--- config.mk ---
export PLATFORM = sky130hd
export DESIGN_NAME = hangman_host_display_gen
export DESIGN_NICKNAME = d
export VERILOG_FILES = /design/src/rtl/hangman_pkg.sv /design/src/rtl/hangman_guess_history.sv /design/src/rtl/hangman_host_display_gen.sv
export SDC_FILE = /design/constraint.sdc
export NUM_CORES = 1
export LEC_CHECK = 0
export BUFFER_PORTS_ARGS = -buffer_cell sky130_fd_sc_hd__buf_2
export CORE_MARGIN = 2
export CORE_UTILIZATION = 45
export DETAILED_ROUTE_END_ITERATION = 8
export PLACE_DENSITY_LB_ADDON = 0.25
export SKIP_LAST_GASP = 1
export SLEW_MARGIN = 10
export SYNTH_ARGS = -nofsm -noshare
export SYNTH_HDL_FRONTEND = slang
export SYNTH_SLANG_ARGS = --single-unit
export TNS_END_PERCENT = 10
--- constraint.sdc ---
create_clock -name clk -period 4.3 [get_ports clk]
set_input_delay 0.86 -clock clk [delete_from_list [all_inputs] [get_ports clk]]
set_output_delay 0.86 -clock clk [all_outputs]
set_load 0.02 [all_outputs]
--- src/rtl/hangman_pkg.sv ---
// Shared types, ASCII constants and the row-centring helper for the hangman host display.
package hangman_pkg;

    typedef enum logic [1:0] {
        StIdle = 2'd0,
        StPlay = 2'd1,
        StWin  = 2'd2,
        StLose = 2'd3
    } game_state_t;

    localparam logic [7:0]  BLANK      = 8'h20;
    localparam logic [7:0]  UNDERSCORE = 8'h5F;
    localparam logic [23:0] WIN_STR    = 24'h57_69_6E;
    localparam logic [31:0] LOSE_STR   = 32'h4C_6F_73_65;

    // Widest row the helper can format; narrower rows use the low bytes.
    localparam int unsigned MAX_ROW_CHARS = 32;
    typedef logic [8*MAX_ROW_CHARS-1:0] row_t;

    // field holds n chars in its low bytes (char0 most significant); the result holds
    // row_chars chars in its low bytes with the field starting at (row_chars-n)/2.
    function automatic row_t centre_field(input row_t field, input int unsigned n,
                                          input int unsigned row_chars);
        row_t        row;
        int unsigned left;
        row  = {MAX_ROW_CHARS{BLANK}};
        left = (row_chars - n) / 2;
        for (int unsigned i = 0; i < MAX_ROW_CHARS; i++) begin
            if (i < n) begin
                row[8*(row_chars-1-left-i) +: 8] = field[8*(n-1-i) +: 8];
            end
        end
        return row;
    endfunction

endpackage

--- src/rtl/hangman_guess_history.sv ---
// Wrong-guess history: newest letter enters char0, oldest drops off the end.
// Also flags whether the presented letter already sits in the history.
module hangman_guess_history
    import hangman_pkg::*;
#(
    parameter int unsigned DEPTH = 6
) (
    input  logic               clk,
    input  logic               rst,
    input  logic               clear,
    input  logic               shift,
    input  logic [7:0]         letter,
    output logic [8*DEPTH-1:0] hist,
    output logic               match
);

    logic [8*DEPTH-1:0] hist_q, hist_d;
    logic [8*DEPTH+7:0] shifted;

    assign shifted = {letter, hist_q};

    always_comb begin
        hist_d = hist_q;
        if (clear) begin
            hist_d = {DEPTH{UNDERSCORE}};
        end else if (shift) begin
            hist_d = shifted[8*DEPTH+7:8];
        end
    end

    always_ff @(posedge clk) begin
        if (rst) begin
            hist_q <= {DEPTH{UNDERSCORE}};
        end else begin
            hist_q <= hist_d;
        end
    end

    always_comb begin
        match = 1'b0;
        for (int unsigned i = 0; i < DEPTH; i++) begin
            if (hist_q[8*i +: 8] == letter) begin
                match = 1'b1;
            end
        end
    end

    assign hist = hist_q;

endmodule

--- src/rtl/hangman_host_display_gen.sv ---
// Host-side hangman round tracker that renders two centred, space-padded LCD rows.
module hangman_host_display_gen
    import hangman_pkg::*;
#(
    parameter int unsigned WORD_LEN     = 5,
    parameter int unsigned MAX_MISTAKES = 6,
    parameter int unsigned ROW_CHARS    = 16
) (
    input  logic                         clk,
    input  logic                         rst,
    input  logic                         start,
    input  logic [8*WORD_LEN-1:0]        word,
    input  logic                         guess_valid,
    input  logic [7:0]                   letter,
    input  logic [WORD_LEN-1:0]          index_correct,
    input  logic                         mistake,
    output logic [8*ROW_CHARS-1:0]       top,
    output logic [8*ROW_CHARS-1:0]       bottom,
    output logic [1:0]                   game_state,
    output logic [3:0]                   mistake_cnt,
    output logic [$clog2(WORD_LEN+1)-1:0] correct_cnt,
    output logic                         dup_guess
);

    localparam int unsigned CW = $clog2(WORD_LEN + 1);

    if (WORD_LEN < 1 || WORD_LEN > ROW_CHARS) begin : g_bad_word_len
        $fatal(1, "WORD_LEN must be in 1..ROW_CHARS");
    end
    if (MAX_MISTAKES < 1 || MAX_MISTAKES > 9 || MAX_MISTAKES > ROW_CHARS) begin : g_bad_mistakes
        $fatal(1, "MAX_MISTAKES must be in 1..9 and not exceed ROW_CHARS");
    end
    if (ROW_CHARS > MAX_ROW_CHARS) begin : g_bad_row
        $fatal(1, "ROW_CHARS exceeds MAX_ROW_CHARS");
    end

    game_state_t               state_q, state_d;
    logic [8*WORD_LEN-1:0]     word_q, word_d;
    logic [8*WORD_LEN-1:0]     slots_q, slots_d;
    logic [3:0]                mcnt_q, mcnt_d;
    logic [CW-1:0]             ccnt_q, ccnt_d;
    logic                      dup_q, dup_d;

    logic                      hist_clear, hist_shift, hist_match;
    logic [8*MAX_MISTAKES-1:0] hist;
    logic                      slot_match;
    logic [WORD_LEN-1:0]       new_mask;
    logic [CW-1:0]             new_cnt;

    hangman_guess_history #(
        .DEPTH (MAX_MISTAKES)
    ) u_history (
        .clk    (clk),
        .rst    (rst),
        .clear  (hist_clear),
        .shift  (hist_shift),
        .letter (letter),
        .hist   (hist),
        .match  (hist_match)
    );

    // Slot scan: revealed-letter match for duplicates, and which hits are new reveals.
    always_comb begin
        slot_match = 1'b0;
        new_mask   = '0;
        new_cnt    = '0;
        for (int unsigned i = 0; i < WORD_LEN; i++) begin
            if (slots_q[8*i +: 8] != UNDERSCORE && slots_q[8*i +: 8] == letter) begin
                slot_match = 1'b1;
            end
            if (index_correct[i] && slots_q[8*i +: 8] == UNDERSCORE) begin
                new_mask[i] = 1'b1;
                new_cnt     = new_cnt + CW'(1);
            end
        end
    end

    always_comb begin
        state_d    = state_q;
        word_d     = word_q;
        slots_d    = slots_q;
        mcnt_d     = mcnt_q;
        ccnt_d     = ccnt_q;
        dup_d      = 1'b0;
        hist_clear = 1'b0;
        hist_shift = 1'b0;
        if (start) begin
            word_d     = word;
            slots_d    = {WORD_LEN{UNDERSCORE}};
            mcnt_d     = '0;
            ccnt_d     = '0;
            hist_clear = 1'b1;
            state_d    = StPlay;
        end else if (guess_valid && state_q == StPlay) begin
            if (slot_match || hist_match) begin
                dup_d = 1'b1;
            end else if (mistake) begin
                hist_shift = 1'b1;
                mcnt_d     = mcnt_q + 4'd1;
                if (mcnt_d == 4'(MAX_MISTAKES)) begin
                    state_d = StLose;
                end
            end else if (index_correct != '0) begin
                for (int unsigned i = 0; i < WORD_LEN; i++) begin
                    if (new_mask[i]) begin
                        slots_d[8*i +: 8] = letter;
                    end
                end
                ccnt_d = ccnt_q + new_cnt;
                if (ccnt_d == CW'(WORD_LEN)) begin
                    state_d = StWin;
                end
            end
        end
    end

    always_ff @(posedge clk) begin
        if (rst) begin
            state_q <= StIdle;
            word_q  <= '0;
            slots_q <= {WORD_LEN{UNDERSCORE}};
            mcnt_q  <= '0;
            ccnt_q  <= '0;
            dup_q   <= 1'b0;
        end else begin
            state_q <= state_d;
            word_q  <= word_d;
            slots_q <= slots_d;
            mcnt_q  <= mcnt_d;
            ccnt_q  <= ccnt_d;
            dup_q   <= dup_d;
        end
    end

    row_t top_row, bottom_row;

    always_comb begin
        top_row    = {MAX_ROW_CHARS{BLANK}};
        bottom_row = {MAX_ROW_CHARS{BLANK}};
        case (state_q)
            StPlay: begin
                top_row    = centre_field(row_t'(slots_q), WORD_LEN, ROW_CHARS);
                bottom_row = centre_field(row_t'(hist), MAX_MISTAKES, ROW_CHARS);
            end
            StWin: begin
                top_row    = centre_field(row_t'(WIN_STR), 3, ROW_CHARS);
                bottom_row = centre_field(row_t'(word_q), WORD_LEN, ROW_CHARS);
            end
            StLose: begin
                top_row    = centre_field(row_t'(LOSE_STR), 4, ROW_CHARS);
                bottom_row = centre_field(row_t'(word_q), WORD_LEN, ROW_CHARS);
            end
            default: ;
        endcase
    end

    assign top         = top_row[8*ROW_CHARS-1:0];
    assign bottom      = bottom_row[8*ROW_CHARS-1:0];
    assign game_state  = state_q;
    assign mistake_cnt = mcnt_q;
    assign correct_cnt = ccnt_q;
    assign dup_guess   = dup_q;

endmodule

# Yosys cells after proc, flatten, opt, wreduce, memory -nomap -nowiden
# Cells that the tools add are included.
[word_totals]
reg_bits = 138
inputBits = 58
out_inout_bits = 266
word_cells = 117
[classes]
addsub = 6
n_eq_ne = 29
n_mux = 36
bitwise_logic = 3
reduce_logical = 31
[ops]
columns = ["op", "count"]
rows = [
  ["$pmux 88 s3", 1],
  ["$pmux 88 s2", 1],
  ["$eq 8x8->1", 11],
  ["$eq 8x7->1 const B", 5],
  ["$ne 8x7->1 const B", 5],
  ["$reduce_and 5->1", 7],
  ["$mux 1", 26],
  ["$add 3x1->3 const B", 4],
  ["$mux 3", 4],
  ["$logic_and 1x1->1", 11],
  ["$mux 2", 4],
  ["$reduce_bool 2->1", 3],
  ["$reduce_bool 3->1", 2],
  ["$reduce_or 2->1", 3],
  ["$reduce_bool 5->1", 1],
  ["$add 4x1->4 const B", 1],
  ["$eq 2x2->1 const B", 2],
  ["$eq 4x3->1 const B", 1],
  ["$reduce_and 4->1", 1],
  ["$add 3x3->3", 1],
  ["$eq 3x3->1 const B", 1],
  ["$ne 3x2->1 const B", 1],
  ["$not 1->1", 3],
  ["$reduce_and 3->1", 1],
  ["other kinds (5)", 5],
]

# Longest topological paths before layout
# Gate-level depths: netlist of run 1.
[logic_depth]
word_depth = 19
mapped_depth = 17
mapped_depth_nobuf = 17

# By module
# A second synthesis of run 1 with hierarchy kept.
[hier_totals]
cells_unflattened = 966
hier_area_um2 = 8608.3
[by_module_without_submodules]
columns = ["module", "instances", "cells_each", "area_each_um2", "seq_area_each_um2"]
rows = [
  ["hangman_host_display_gen", 1, 735, 6302.3, 1801.7],
  ["hangman_guess_history", 1, 231, 2306.0, 960.9],
]

# Least setup slack after synthesis of run 1
# OpenSTA, ideal clock, no wires.
[synth_path]
path_type = "in2reg"
startpoint = "input port index_correct[1]"
endpoint = "register state_q[1] (netlist: game_state[1])"
setup_ns = 0.120
arrival_time_ns = 3.509
required_time_ns = 4.180
slack_ns = 0.671
stages = 15
path_buffers = 1
path_cell_list = "nand3_1 clkbuf_1 ha_1 nor2_1 a31oi_1 xnor2_1 o21ai_0 ha_1 mux2i_1 fa_1 xor2_1 xnor2_1 xnor2_1 and3_1 o31a_1"
[synth_between]
elab_chain_len = 12
word_cells_on_any_way = 14
[synth_lines]
columns = ["item", "line_no", "text"]
rows = [
  ["from (decl)", "hangman_host_display_gen.sv:15", "input logic [WORD_LEN-1:0] index_correct,"],
  ["$logic_and 1x1->1", "hangman_host_display_gen.sv:71", "if (index_correct[i] && slots_q[8*i +: 8] == UNDERSCORE) begin"],
  ["$mux 3", "hangman_host_display_gen.sv:71", ""],
  ["$add 3x1->3", "hangman_host_display_gen.sv:73", "new_cnt = new_cnt + CW'(1);"],
  ["$mux 3", "hangman_host_display_gen.sv:71", ""],
  ["$add 3x1->3", "hangman_host_display_gen.sv:73", ""],
  ["$mux 3", "hangman_host_display_gen.sv:71", ""],
  ["$add 3x1->3", "hangman_host_display_gen.sv:73", ""],
  ["$mux 3", "hangman_host_display_gen.sv:71", ""],
  ["$add 3x3->3", "hangman_host_display_gen.sv:109", "ccnt_d = ccnt_q + new_cnt;"],
  ["$eq 3x3->1", "hangman_host_display_gen.sv:110", "if (ccnt_d == CW'(WORD_LEN)) begin"],
  ["$reduce_bool 2->1 (no source line)", "-", ""],
  ["$reduce_and 5->1 (no source line) *", "-", ""],
  ["to (signal assigned)", "hangman_host_display_gen.sv:119", "state_q <= StIdle;"],
  ["to (signal assigned)", "hangman_host_display_gen.sv:126", "state_q <= state_d;"],
  ["to (decl)", "hangman_host_display_gen.sv:37", "game_state_t state_q, state_d;"],
]
# Mark *: on every way between the ends. The rest lies on a longest branch, timed or not.
# A chain may end at the register's enable or synchronous reset.

# Final worst setup path of run 1
[layout_path]
startpoint = "register slots_q[5]"
endpoint = "register state_q[0] (netlist: game_state[0])"
[layout_between]
elab_chain_len = 15
word_cells_on_any_way = 25
[layout_lines]
columns = ["item", "line_no", "text"]
rows = [
  ["from (decl)", "hangman_host_display_gen.sv:39", "logic [8*WORD_LEN-1:0] slots_q, slots_d;"],
  ["from (signal assigned)", "hangman_host_display_gen.sv:121", "slots_q <= {WORD_LEN{UNDERSCORE}};"],
  ["from (signal assigned)", "hangman_host_display_gen.sv:128", "slots_q <= slots_d;"],
  ["$eq 8x7->1", "hangman_host_display_gen.sv:71", ""],
  ["$logic_and 1x1->1", "hangman_host_display_gen.sv:71", ""],
  ["$mux 1", "hangman_host_display_gen.sv:71", ""],
  ["$add 3x1->3", "hangman_host_display_gen.sv:73", ""],
  ["$mux 3", "hangman_host_display_gen.sv:71", ""],
  ["$add 3x1->3", "hangman_host_display_gen.sv:73", ""],
  ["$mux 3", "hangman_host_display_gen.sv:71", ""],
  ["$add 3x1->3", "hangman_host_display_gen.sv:73", ""],
  ["$mux 3", "hangman_host_display_gen.sv:71", ""],
  ["$add 3x1->3", "hangman_host_display_gen.sv:73", ""],
  ["$mux 3", "hangman_host_display_gen.sv:71", ""],
  ["$add 3x3->3", "hangman_host_display_gen.sv:109", ""],
  ["$eq 3x3->1", "hangman_host_display_gen.sv:110", ""],
  ["$reduce_bool 3->1 (no source line)", "-", ""],
  ["$reduce_and 5->1 (no source line) *", "-", ""],
]
# Marked as above.

==> impl_metrics.ini, run 1 <==
[outcome]
status = complete, no violations

[floorplan]
io_pins = 324
fp.coreArea_sq_um = 18710
start_util = 0.4599
die_y_um = 142.3
die-area_sq_um = 20240
rows = 50
fp.dieW_um = 142.3

[timing]
rsz0062_at_grt = false
final.setup.worst_slack_ns = 0.6609
fmax_mhz = 274.8
fin_skew_ns = 0.009957
drv_slew = 0
fin_setup_tns_ns = 0
fin_crit_sh = 0.8463
hold_viol_final = 0
setup_viol = 0
relSlewSlack = 0.3084
fin_crit_ns = 3.639
worst_pin_slew_ns = 1.037

[logic_synthesis]
synth.ff_latch_count = 138
ys_types = 45
synth_warnings = 0
ys_top_cells_by_area = dfxtp_1, buf_4, mux2i_1
synth_top_area_cell = dfxtp_1
synth-seq-area-share = 0.3211
synth_cells = 1009
syn_area_sq_um = 8603
avgSynthCellArea_sq_um = 8.527
yosys_most_used_dff = dfxtp_1
async_flop_share = 0
synth_edf_count = 0
synth_top_area_frac = 0.3211

[cts]
cts_tree = yes
clock_path_buffers = 2
postCtsSetupBuffers = 0
path_clk_slew_ns = 0.06
holdBufCountCts = 0
clkSinkCount = 138
cts_root_buf = clkbuf_16
cts_buffers = 17
cts_resized = 0
clock_latency_ns = 0.42
h-tree-depth = 4

[final_layout]
syn_to_final_growth_pct = 9.410
design_area_sq_um = 9413
nNetsFinal = 1190
drive_gt1_frac = 0.1812
final_common_cell = conb_1
antennaDiodeCount = 0
layout_common_cells = conb_1, buf_2, dfxtp_1, nand2_1, mux2i_1

[drt]
dr.pass1.iters = 5
vias = 6768
drc = 0
viasPerCell = 4.937
drtAntennaViolNets = 0
drtIter0Drc = 526
wl_per_cell_um = 16.10
wl_um = 22070

[placement]
pre_cts_ws_ns = 0.4000
place_hpwl_um = 15590
io_buffers = 155
place_congestion = 0.8408
placedInstanceArea_sq_um = 8808

[worst_setup_path]
crit_path_end_kind = register
cp.arrival_ns = 3.95
path_max_fanout = 4
critPathKind = reg2reg
start_kind = register
worstPathRequired_ns = 4.61

[worst_hold_path]
hold_path.class = reg2reg

[global_routing]
grt_pass1_vias = 6061
antenna_found_initial = 0
grtUsageTotal = 0.2114
grt_pass1_wl_um = 33370
grt_max_degree = 56
overflow = 0

[job]
max_cap_viol_count = 0

[pwr]
power_leakage_uw = 0.004606
vdd.ir_drop.worst_mv = 0.2806
power_density_nw_per_um2 = 368.2
==> critical path, stage by stage (launching register included) <==
cell,delay [ns]
dfxtp_1,0.41
and4bb_2,0.26
nand3_1,0.13
inv_1,0.07
ha_1,0.28
inv_1,0.05
xnor2_1,0.32
inv_1,0.08
ha_1,0.28
nor2_1,0.04
a21oi_1,0.14
mux2i_1,0.12
fa_1,0.43
xor2_1,0.16
xnor2_1,0.14
xnor2_1,0.23
a31oi_1,0.13
o31a_1,0.26
==> registers in the layout, indices dropped and copies added (netlist names) <==
| signal | count |
|---|---|
| u_history.hist | 48 |
| slots_q | 40 |
| word_q | 40 |
| mistake_cnt | 4 |
| correct_cnt | 3 |
| game_state | 2 |
| dup_guess | 1 |
==> worst paths after layout <==
| check | from | to | slack (ns) | depth (start not counted) |
|---|---|---|---|---|
| setup / recovery | slots_q[5] | game_state[0] | 0.66 | 17 |
| hold / removal | word_q[29] | word_q[29] | 0.48 | 2 |
| setup reg to reg | slots_q[5] | game_state[0] | 0.66 | 17 |
| hold reg to reg | word_q[29] | word_q[29] | 0.48 | 2 |
==> synth_stat cells, drive strengths merged, types with 3 or more instances <==
cell and instances:
or3 4, o41ai 30, inv 16, a31oi 3, nand3 7, and3 4
ha 7, clkbuf 42, xor2 44, a21oi 11, nand2 116, o21a 9
a21o 13, and4 3, a22o 14, and2 22, mux2i 89, buf 200
o31a 5, nor2 79, dfxtp 138, o21ai 25, xnor2 54, and4bb 3
nor4 20, nor3 6, nand2b 9, nand4bb 3, nand4 16, a211oi 3
==> cell families after synthesis <==
logic type / share of synthesized area
flip-flops: 0.3211
adder cells (fa/ha/maj): 0.01251
AND/OR/NAND/NOR: 0.1640
multiplexers: 0.1035
other: 0.0008729
AO/OA/AOI/OAI: 0.09889
buffers and inverters: 0.1992
XOR/XNOR: 0.09977
==> layer usage <==
layer,track usage,vias to the layer above,wire [um]
met5,0,-,0
met4,0.07158,0,348
met3,0.04542,22,1349
met2,0.3371,260,10370
met1,0.2841,3199,10000
li1,-,3287,-
==> area by class of cell <==
| class | instances | area [sq um] |
|---|---|---|
| clock buffers | 24 | 461.7 |
| flip-flops and latches | 138 | 2764 |
| fillers | 1793 | 9293 |
| repair buffers | 172 | 915.9 |
| inverters | 16 | 60.06 |
| clock inverters | 8 | 142.6 |
| well taps | 234 | 292.8 |
| multi-input cells | 779 | 4776 |
==> stage by stage <==
step,utilization,std cells,hold WS (ns),total power (uW)
6_report,0.5032,1371,0.4845,3466
5_1_grt,0.5032,1371,0.5157,3594
4_1_cts,0.5032,1371,0.4900,3488
3_5_place_dp,0.4709,1339,0.4769,1961
3_3_place_gp,0.4709,1339,0.4698,1957
2_1_floorplan,-,1175,0.4511,1938
==> report_power, final <==
group	total [uW]	internal, uW	switching [uW]	leakage (uW)
clock network	1530	983	546	0.000292
logic	612	182	430	0.00319
registers	1320	1310	17.9	0.00112
total	3470	2470	994	0.00461
Power figures use the tool's default switching activity.
==> run 2, diff against run 1 <==
--- a/config.mk
+++ b/config.mk
@@ -5,6 +5,7 @@
 export SDC_FILE = /design/constraint.sdc
 export NUM_CORES = 1
 export LEC_CHECK = 0
+export ABC_AREA = 1
 export BUFFER_PORTS_ARGS = -buffer_cell sky130_fd_sc_hd__buf_2
 export CORE_MARGIN = 2
 export CORE_UTILIZATION = 45
==> constraint.sdc (replaced) <==
create_clock -name clk -period 3.1 [get_ports clk]
set_input_delay 0.62 -clock clk [delete_from_list [all_inputs] [get_ports clk]]
set_output_delay 0.62 -clock clk [all_outputs]
set_load 0.02 [all_outputs]
==> impl_metrics.ini, run 2 <==
[floorplan]
start_util = 0.4545
io_pins = 324
rows = 52
die_y_um = 146.3
die-area_sq_um = 21400
fp.dieW_um = 146.3
fp.coreArea_sq_um = 20040

[logic_synthesis]
synth_most_common_cell = nand2_1
synth_edf_count = 0
synth_common_cells = nand2_1, buf_4, dfxtp_1
synth-seq-area-share = 0.3033
synth_top_area_cell = dfxtp_1
synth_cells = 1381
yosys_most_used_dff = dfxtp_1
avgSynthCellArea_sq_um = 6.596
ys_types = 36
ys_top_cells_by_area = dfxtp_1, nand2_1, buf_4
synth_top_area_frac = 0.3033
async_flop_share = 0
syn_area_sq_um = 9109
synth_warnings = 0
synth.ff_latch_count = 138

[global_routing]
grt_max_degree = 51
grtUsageTotal = 0.2546
overflow = 0
grtUsageMet2 = 0.4196
grt-busiest-layer = met2
met3_usage = 0.06406
grt.met1_usage = 0.3271
antenna_found_initial = 1
grt_pass1_vias = 7882
grt_pass1_wl_um = 42660

[placement]
pre_cts_ws_ns = -0.2242
dp_cells = 1805
place_congestion = 0.9121
io_buffers = 155
place_hpwl_um = 20750

[final_layout]
layout_common_cells = nand2_1, conb_1, buf_2, dfxtp_1, nor2_1
drive_gt1_frac = 0.2011
final_cells = 1842
syn_to_final_growth_pct = 15.01
num-fill-cells = 2127
nNetsFinal = 1624
largest_reg_flops = 48
final_common_cell = nand2_1

[drt]
dr.pass1.iters = 6
drtAntennaViolNets = 0
wl_per_cell_um = 15.29
wl_um = 28170
drc = 0
drtIter0Drc = 847
vias = 8905
viasPerCell = 4.834

[timing]
hold_viol_final = 0
fin_crit_sh = 1.001
rsz0062_at_grt = true
drv_slew = 0
fin_skew_ns = 0.01191
final.setup.worst_slack_ns = -0.002168
relSlewSlack = 0.5605
worst_pin_slew_ns = 0.6586
setup_viol = 1
fin_crit_ns = 3.102
fmax_mhz = 322.4

[worst_hold_path]
min_to = word_q[38]
hold_path.class = in2reg
hp-start = word[38]
hold_path_depth = 3

[cts]
clock_path_buffers = 2
path_clk_slew_ns = 0.07
cts_buffers = 17
h-tree-depth = 4
holdBufCountCts = 0
cts_root_buf = clkbuf_16
clock_latency_ns = 0.43
cts_tree = yes
clkSinkCount = 138

[outcome]
status = finished, violations left
violations = setup timing

[worst_setup_path]
reg2reg_to = game_state[0]
path_max_fanout = 2
worstReg2RegStart = slots_q[6]
worst_path_most_repeated_cell = nand2_1
cp.arrival_ns = 3.46
reg2reg_slack_ns = -0.002
slowest_delay_ns = 0.35
worstPathRequired_ns = 3.46
critPathKind = reg2reg
start_kind = register
r2r_cells = 24
cp_num_buf_inv = 5
path_cells = nand2_2, nor3_2, buf_4, nand3_4, inv_4, buf_4, buf_4, buf_4, o21ai_1, nand2_1, nand2_1, o211ai_1, ha_1, o21ai_2, fa_2, xor2_2, nand3b_1, nand2_1, nand2_1, nand2_1, nor2_1, nand2_1, nand3_1, a21oi_1
worst_path_max_delay_cell = fa_2
cp_top_family = simple AND/OR/NAND/NOR gates
crit_path_end_kind = register

[pwr]
power_density_nw_per_um2 = 464.4
vdd.ir_drop.worst_mv = 0.4296
power_leakage_uw = 0.005654

[job]
max_cap_viol_count = 0
-- run 2: layer usage --
metal | up-vias | wire length (um)
met1 | 4080 | 11910
li1 | 4363 | -
met2 | 407 | 13280
met4 | 0 | 713
met5 | - | 0
met3 | 55 | 2264
-- run 2: where the power goes --
| group | switching [uW] | leakage (uW) | internal [uW] | total [uW] |
|---|---|---|---|---|
| sequential | 32.4 | 0.00112 | 1820 | 1850 |
| clock | 866 | 0.000274 | 1120 | 1990 |
| combinational | 727 | 0.00426 | 297 | 1020 |
| total | 1630 | 0.00565 | 3240 | 4870 |
-- run 2: layout make-up --
class	count	area, sq um	share of cell area
well taps	270	337.8	0.03225
multi-input cells	1058	4972	0.4746
clock buffers	18	429.2	0.04097
flip-flops and latches	138	2774	0.2648
clock inverters	14	136.4	0.01302
inverters	112	427.9	0.04085
diodes	1	2.502	0.0002389
repair buffers	231	1396	0.1333
-- run 2: repair_timing --
action / CTS / global route
resized for setup: 9 / 26
setup buffers: 1 / 3
setup endpoints to repair: 2 / 3
pin swaps: 10 / 16
-- run 2: cells by family (layout without fill, tap and decap cells) --
group / count (synthesis) / in the layout / share of synthesized area
AO/OA/AOI/OAI: 230 / 230 / 0.1378
XOR/XNOR: 56 / 56 / 0.05385
adder cells (fa/ha/maj): 8 / 8 / 0.01181
buffers and inverters: 351 / 375 / 0.2309
flip-flops: 138 / 138 / 0.3033
other: 2 / 169 / 0.0008245
AND/OR/NAND/NOR: 596 / 596 / 0.2615
-- run 2: worst max-delay path by stage --
stage / start / end / slack, ns / cells past startpoint
4_1_cts: slots_q[6] / game_state[0] / -0.03 / 25
6_report: slots_q[6] / game_state[0] / -0.002 / 24
2_1_floorplan: index_correct[0] / game_state[0] / 0.04 / 21
3_5_place_dp: index_correct[1] / game_state[0] / -0.22 / 23
5_1_grt: slots_q[2] / game_state[0] / -0.21 / 26
3_3_place_gp: index_correct[0] / game_state[0] / -0.15 / 22
-- run 2: worst reg2reg max path, delay by kind of cell (launching register included) --
family | cells | cell delay, ns
buffers and inverters | 5 | 0.55
AO/OA/AOI/OAI | 4 | 0.41
adder cells (fa/ha/maj) | 2 | 0.67
flip-flops | 1 | 0.32
XOR/XNOR | 1 | 0.16
AND/OR/NAND/NOR | 12 | 0.95
-- run 2: stage by stage --
step / cell area, sq um / hold slack [ns] / utilization / total power (uW) / setup TNS, ns
after detailed placement: 9774 / 0.4535 / 0.4878 / 2868 / -0.4782
after global placement: 9774 / 0.4484 / 0.4878 / 2862 / -0.3200
after floorplan: 9747 / 0.4410 / - / 2739 / 0
final: 10480 / 0.4320 / 0.5228 / 4865 / -0.002168
after global routing: 10470 / 0.4193 / 0.5227 / 5057 / -0.5755
after CTS: 10380 / 0.4192 / 0.5179 / 4851 / -0.03017
